## config.mk

```make
export PLATFORM = sky130hd
export DESIGN_NAME = parity_stimulus
export DESIGN_NICKNAME = d
export VERILOG_FILES = /design/src/rtl/parity_pkg.sv /design/src/rtl/parity_stimulus_lfsr8.sv /design/src/rtl/parity_stimulus.sv
export SDC_FILE = /design/constraint.sdc
export NUM_CORES = 1
export LEC_CHECK = 0
export CAP_MARGIN = 40
export CORE_MARGIN = 3
export CORE_UTILIZATION = 29
export DETAILED_ROUTE_END_ITERATION = 16
export SLEW_MARGIN = 20
export SYNTH_ARGS = -nofsm -noshare
export SYNTH_HDL_FRONTEND = slang
export SYNTH_HIERARCHICAL = 1
export SYNTH_SLANG_ARGS = --single-unit
```

## constraint.sdc

```tcl
create_clock -name a_clk -period 3.8 [get_ports a_clk]
set_input_delay 0.95 -clock a_clk [delete_from_list [all_inputs] [get_ports a_clk]]
set_output_delay 0.95 -clock a_clk [all_outputs]
set_load 0.01 [all_outputs]
```

## src/rtl/parity_pkg.sv

```systemverilog
// Shared FSM state type, expected tester response bytes and LFSR feedback taps
// for the parity stimulus generator.
package parity_pkg;

  typedef enum logic [1:0] {
    IDLE     = 2'd0,
    SEND     = 2'd1,
    WAIT_RSP = 2'd2,
    REPORT   = 2'd3
  } state_t;

  localparam logic [7:0] RSP_ODD   = 8'hFF;
  localparam logic [7:0] RSP_EVEN0 = 8'hAB;
  localparam logic [7:0] RSP_EVEN1 = 8'h12;
  localparam logic [7:0] RSP_EVEN2 = 8'hDE;

  // Feedback from bits 7,5,4,3 shifted into bit 0.
  localparam logic [7:0] LFSR_TAPS = 8'hB8;

endpackage

```

## src/rtl/parity_stimulus_lfsr8.sv

```systemverilog
// 8-bit Fibonacci LFSR: load wins over enable, q is the registered current byte.
// Zero latency from q to the payload bus; advances only when enable is asserted.
module lfsr8
  import parity_pkg::*;
(
  input  logic       clk,
  input  logic       rst_n,
  input  logic       load,
  input  logic       enable,
  input  logic [7:0] seed,
  output logic [7:0] q
);

  logic [7:0] r_q;

  always_ff @(posedge clk) begin
    if (!rst_n) begin
      r_q <= 8'h00;
    end else if (load) begin
      r_q <= seed;
    end else if (enable) begin
      r_q <= {r_q[6:0], ^(r_q & LFSR_TAPS)};
    end
  end

  assign q = r_q;

endmodule

```

## src/rtl/parity_stimulus.sv

```systemverilog
// Sends one LFSR payload packet to a parity tester, checks its reply, and reports pass/timeout.
// Payload beats hold under axis_m_tready=0; response is consumed only while waiting for it.
module parity_stimulus
  import parity_pkg::*;
#(
  parameter int RSP_TIMEOUT = 1023,
  parameter int CNT_W       = 16
) (
  input  logic             a_clk,
  input  logic             axis_aresetn,
  input  logic             start,
  input  logic [7:0]       pkt_len,
  input  logic [7:0]       seed,
  output logic             axis_m_tvalid,
  output logic [7:0]       axis_m_tdata,
  input  logic             axis_m_tready,
  output logic             axis_m_tlast,
  input  logic             axis_s_tvalid,
  input  logic [7:0]       axis_s_tdata,
  output logic             axis_s_tready,
  input  logic             axis_s_tlast,
  output logic             busy,
  output logic             done,
  output logic             pass,
  output logic             timeout,
  output logic [CNT_W-1:0] pkt_count,
  output logic [CNT_W-1:0] err_count
);

  localparam int TMO_W = (RSP_TIMEOUT < 1) ? 1 : $clog2(RSP_TIMEOUT + 1);

  state_t           r_state;
  logic             r_m_tvalid;
  logic             r_m_tlast;
  logic             r_s_tready;
  logic             r_busy;
  logic             r_done;
  logic             r_pass;
  logic             r_timeout;
  logic             r_parity;
  logic [7:0]       r_rem;
  logic [1:0]       r_rsp_idx;
  logic [TMO_W-1:0] r_tmo;
  logic [CNT_W-1:0] r_pkt_count;
  logic [CNT_W-1:0] r_err_count;

  logic [7:0] w_lfsr_q;
  logic [7:0] w_seed_eff;
  logic [7:0] w_len_eff;
  logic [7:0] w_exp_dat;
  logic       w_exp_last;
  logic       w_start_acc;
  logic       w_m_acc;
  logic       w_s_acc;
  logic       w_rsp_bad;
  logic       w_rsp_good;
  logic       w_tmo_hit;
  logic       w_end;

  assign w_start_acc = start && (r_state == IDLE);
  assign w_m_acc     = r_m_tvalid && axis_m_tready;
  assign w_s_acc     = axis_s_tvalid && r_s_tready;
  assign w_seed_eff  = (seed == 8'h00) ? 8'h01 : seed;
  assign w_len_eff   = (pkt_len == 8'h00) ? 8'h01 : pkt_len;

  lfsr8 u_lfsr (
    .clk    (a_clk),
    .rst_n  (axis_aresetn),
    .load   (w_start_acc),
    .enable (w_m_acc),
    .seed   (w_seed_eff),
    .q      (w_lfsr_q)
  );

  // Expected response beat for the current position, chosen by payload parity.
  always_comb begin
    w_exp_dat  = RSP_ODD;
    w_exp_last = 1'b1;
    if (!r_parity) begin
      case (r_rsp_idx)
        2'd0:    begin w_exp_dat = RSP_EVEN0; w_exp_last = 1'b0; end
        2'd1:    begin w_exp_dat = RSP_EVEN1; w_exp_last = 1'b0; end
        default: begin w_exp_dat = RSP_EVEN2; w_exp_last = 1'b1; end
      endcase
    end
  end

  assign w_rsp_bad  = w_s_acc && ((axis_s_tdata != w_exp_dat) || (axis_s_tlast != w_exp_last));
  assign w_rsp_good = w_s_acc && !w_rsp_bad && w_exp_last;
  assign w_tmo_hit  = (r_state == WAIT_RSP) && !w_s_acc && (r_tmo == TMO_W'(RSP_TIMEOUT));
  assign w_end      = w_rsp_bad || w_rsp_good || w_tmo_hit;

  always_ff @(posedge a_clk) begin
    if (!axis_aresetn) begin
      r_state     <= IDLE;
      r_m_tvalid  <= 1'b0;
      r_m_tlast   <= 1'b0;
      r_s_tready  <= 1'b0;
      r_busy      <= 1'b0;
      r_done      <= 1'b0;
      r_pass      <= 1'b0;
      r_timeout   <= 1'b0;
      r_parity    <= 1'b0;
      r_rem       <= 8'h00;
      r_rsp_idx   <= 2'd0;
      r_tmo       <= '0;
      r_pkt_count <= '0;
      r_err_count <= '0;
    end else begin
      r_done <= 1'b0;
      case (r_state)
        IDLE: begin
          if (w_start_acc) begin
            r_state    <= SEND;
            r_busy     <= 1'b1;
            r_m_tvalid <= 1'b1;
            r_m_tlast  <= (w_len_eff == 8'd1);
            r_rem      <= w_len_eff;
            r_parity   <= 1'b0;
            r_pass     <= 1'b0;
            r_timeout  <= 1'b0;
          end
        end
        SEND: begin
          if (w_m_acc) begin
            r_parity <= r_parity ^ (^w_lfsr_q);
            if (r_m_tlast) begin
              r_state    <= WAIT_RSP;
              r_m_tvalid <= 1'b0;
              r_m_tlast  <= 1'b0;
              r_s_tready <= 1'b1;
              r_tmo      <= '0;
              r_rsp_idx  <= 2'd0;
            end else begin
              r_rem     <= r_rem - 8'd1;
              r_m_tlast <= (r_rem == 8'd2);
            end
          end
        end
        WAIT_RSP: begin
          if (w_end) begin
            r_state     <= REPORT;
            r_s_tready  <= 1'b0;
            r_done      <= 1'b1;
            r_pass      <= w_rsp_good;
            r_timeout   <= w_tmo_hit;
            r_pkt_count <= r_pkt_count + CNT_W'(1);
            if (!w_rsp_good && (r_err_count != {CNT_W{1'b1}})) begin
              r_err_count <= r_err_count + CNT_W'(1);
            end
          end else if (w_s_acc) begin
            r_rsp_idx <= r_rsp_idx + 2'd1;
            r_tmo     <= '0;
          end else begin
            r_tmo <= r_tmo + TMO_W'(1);
          end
        end
        REPORT: begin
          r_state <= IDLE;
          r_busy  <= 1'b0;
        end
        default: r_state <= IDLE;
      endcase
    end
  end

  assign axis_m_tvalid = r_m_tvalid;
  assign axis_m_tdata  = w_lfsr_q;
  assign axis_m_tlast  = r_m_tlast;
  assign axis_s_tready = r_s_tready;
  assign busy          = r_busy;
  assign done          = r_done;
  assign pass          = r_pass;
  assign timeout       = r_timeout;
  assign pkt_count     = r_pkt_count;
  assign err_count     = r_err_count;

endmodule

```

==> results by group <==
GRT
  – Largest net degree at the start of global routing: 33
  – Gr ovfl total: 0
  – Initial antenna violation count: 0
  – Vias in the first global route: approximately 3500
  – Total track usage: roughly 14%
  – Global-route wire length before repair: about 17000 um

Clock network
  – H-tree levels: 3
  – Clock sinks: 70
  – Postcts setup bufs: 0
  – CTS Root Cell: clkbuf_16
  – CTS tree: done
  – Cts bufs inserted: 9
  – Clk pin slew, worst setup/hold paths: around 0.06 ns
  – Max clock buf depth: 2
  – Clock latency on the worst-skew pair: 0.34 ns
  – Post-CTS Resized: 0
  – Post-CTS Hold Buffers: 0

Floorplanning
  – Core area: between 10000 and 15000 um^2
  – Chip width: ~120 um
  – Num rows: between 40 and 50
  – I/O pins: just under 80
  – Initial Util: 29.9%
  – Die height: ~120 um
  – Die ar.: between 15000 and 20000 um^2

Timing
  – Hold slack: slightly below 0.5 ns
  – Min Tclk post-route: 3.10 ns
  – Relative slew slack: between 40% and 50%
  – Final Cycle Share: about four fifths
  – Highest achievable clock rate: approximately 0.32 GHz
  – Clock Skews: 0.00976 ns
  – Fin Setup TNS: 0 ns
  – Worst slew pin tran: approximately 0.87 ns
  – RSZ-0062 raised after global routing: false
  – Pins over their slew limit: 0
  – Final setup fails: 0
  – Final Hold Fails: 0

Job
  – MaxCap Viol Count: 0

Place
  – Port buffer count: 76
  – Post-DP HPWL: between 7000 and 8000 um
  – GP Congestion: approximately 0.78
  – Placed insts: just over 700

Power
  – Power Total: ~2.7 mW
  – Peak VDD IR: ~0.22 mV
  – Pleak: 1.83 nW
  – P per Cell Area: roughly 520 nW/um^2

Synth
  – Area contributors post-synth: dfxtp_1 (35%), a21oi_1 (5.3%), nand2_1 (4.6%)
  – Top_reg_cell synth: dfxtp_1
  – Post-Synth Adder-Cell Area: under 10%
  – Synth Area in Compound Gates: between 20% and 30%
  – Mux contribution to synthesized area: about 3.9%
  – Synth warn: 6
  – Avg Cell Area, Syn: around 8 um^2
  – Synth Area in Simple Gates: approximately 27%
  – Netlist cell types: 59
  – Post-synth EDFFs: 0
  – Synth top cells by count: dfxtp_1 (70), nand2_1 (49), a21oi_1 (42)
  – Synth Register Bits: 70
  – Sequential share of the synthesized area: between 30% and 40%
  – Synthesized area: ~4000 um^2
  – Synth Net Count: 535
  – Most numerous cell in the Yosys netlist: dfxtp_1
  – Largest family of logic cells by synthesized area: simple AND/OR/NAND/NOR gates
  – Synth Area in XOR/XNOR: ~3.3%
  – Post-synth top area share: 35.3%
  – Async SR Flop Fraction: 0%
  – Post-Syn Instances: 493
  – Yosys top cell by area: dfxtp_1

Routing
  – Vias after detailed routing: about 3900
  – Wire per inst: 13.8 um
  – Antenna violation net count after detailed routing: 0
  – 1st-pass router iterations: 4
  – Drt total wl: roughly 10000 um
  – DR vias/cell: a little over 5
  – DRC: 0
  – Iter 0 DRT Violations: around 320

Setup path
  – Worst R2R Path Depth: 9
  – Critical path launch point: axis_s_tdata[7]
  – Critical Path Sink: err_count[5]$_SDFFE_PN0P_
  – Worst Setup End Kind: register
  – Data required, critical path: between 4 and 5 ns
  – R2r setup slk: approximately 1 ns
  – WS Path Type: input pin to register
  – Critical Path Start Type: input pin
  – Reg2Reg Launch Point: r_rsp_idx[0]$_SDFFE_PN0P_
  – Crit path arrival time: approximately 3.4 ns
  – Reg-to-Reg End: err_count[5]$_SDFFE_PN0P_
  – Critical path peak fanout: 20

Layout
  – Final nets: around 600
  – Final core utilization: between 30% and 40%
  – N_diodes: 0
  – Final non-filler cell total: 743
  – Area grow syn2layout: 32.0%
  – Filler Cells Inserted: 1311
  – Share of cells above drive strength 1: roughly 7.2%

Run status
  – Status: complete, no violations

Min path
  – Min-delay worst type: register to register
  – Hold_sp: r_tmo[7]$_SDFFE_PN0P_
## cell type report
type,instances,area [um^2],area share (%)
clock inverters,5,81.3,1.55
multi-input cells,379,2370,45.2
clock buffers,11,253,4.82
inverters,17,63.8,1.22
well taps,176,220,4.20
flip-flops and latches,70,1400,26.7
repair buffers,85,852,16.2
## worst min-delay path by stage
stage | cells after the start | slack (ns) | end
2_1_floorplan | 1 | 0.43 | r_tmo[2]$_SDFFE_PN0P_
3_3_place_gp | 1 | 0.45 | r_tmo[2]$_SDFFE_PN0P_
3_5_place_dp | 1 | 0.48 | r_tmo[2]$_SDFFE_PN0P_
4_1_cts | 1 | 0.49 | r_tmo[7]$_SDFFE_PN0P_
5_1_grt | 1 | 0.51 | r_tmo[7]$_SDFFE_PN0P_
6_report | 1 | 0.48 | r_tmo[7]$_SDFFE_PN0P_
## report_power, final
group	internal [mW]	total [mW]	switching (mW)
combinational	0.385	0.886	0.502
clock	0.610	0.932	0.322
sequential	0.823	0.913	0.0901
## sequential cells by signal, summed over array words and instances (netlist names)
register,cells
axis_m_tvalid,1
axis_s_tready,1
r_state,2
pass,1
r_parity,1
u_lfsr/q,8
err_count,16
busy,1
timeout,1
r_tmo,10
done,1
pkt_count,16
axis_m_tlast,1
r_rsp_idx,2
r_rem,8
## metal layers
metal / track usage [%] / vias up / wire, um
met2: 21.5 / 94 / 4730
met3: 3.39 / 12 / 607
met4: 5.40 / 0 / 136
met1: 17.6 / 1805 / 4790
li1: - / 1944 / -
met5: 0 / - / 0
## placed cells by master (no fill, tap or decap), types with 2 or more instances in the layout
cell type        instances
nand3_1                 20
mux2i_1                 12
and4_1                   5
o211ai_1                 4
a21boi_1                 2
or3_1                    8
xnor2_1                  8
a21o_1                   2
o221a_2                  3
a41oi_1                  3
buf_4                    5
o21ai_0                 30
xor2_1                   7
ha_1                    12
clkbuf_8                 2
clkbuf_16                9
nor2b_1                  3
o21ai_1                 10
nor3_1                  11
nand2_1                 49
o21a_1                   2
nor2_1                  34
nor4_1                   6
or2_2                    2
nand4_1                 14
a21oi_1                 42
o31a_1                   3
nand2b_1                 7
a31oi_1                  6
bufinv_16                2
inv_1                   17
and3_1                   7
o31ai_1                 12
or4_1                   12
nand3b_1                 5
o22ai_1                  2
o2111ai_1                2
and2_1                  14
clkdlybuf4s50_1         76
dfxtp_1                 70
## critical path, cell delays in order
cell and delay (ns):
clkdlybuf4s50_1 0.48, mux2_2 0.34, o2111ai_1 0.18, o21ai_1 0.10, a311o_1 0.44, buf_6 0.21, or4_1 0.48, a21oi_1 0.17
## stage by stage
step,area [um^2],setup slack (ns)
6_report,5240,0.699
2_1_floorplan,3970,1.19
4_1_cts,5230,0.617
5_1_grt,5240,0.587
3_3_place_gp,4880,0.366
3_5_place_dp,4890,0.280
## cells by family after synthesis
logic type	Yosys count
buffers and inverters	44
flip-flops	70
XOR/XNOR	15
adder cells (fa/ha/maj)	12
AND/OR/NAND/NOR	202
multiplexers	14
AO/OA/AOI/OAI	136
No activity file was read; power rests on OpenSTA's default activity.
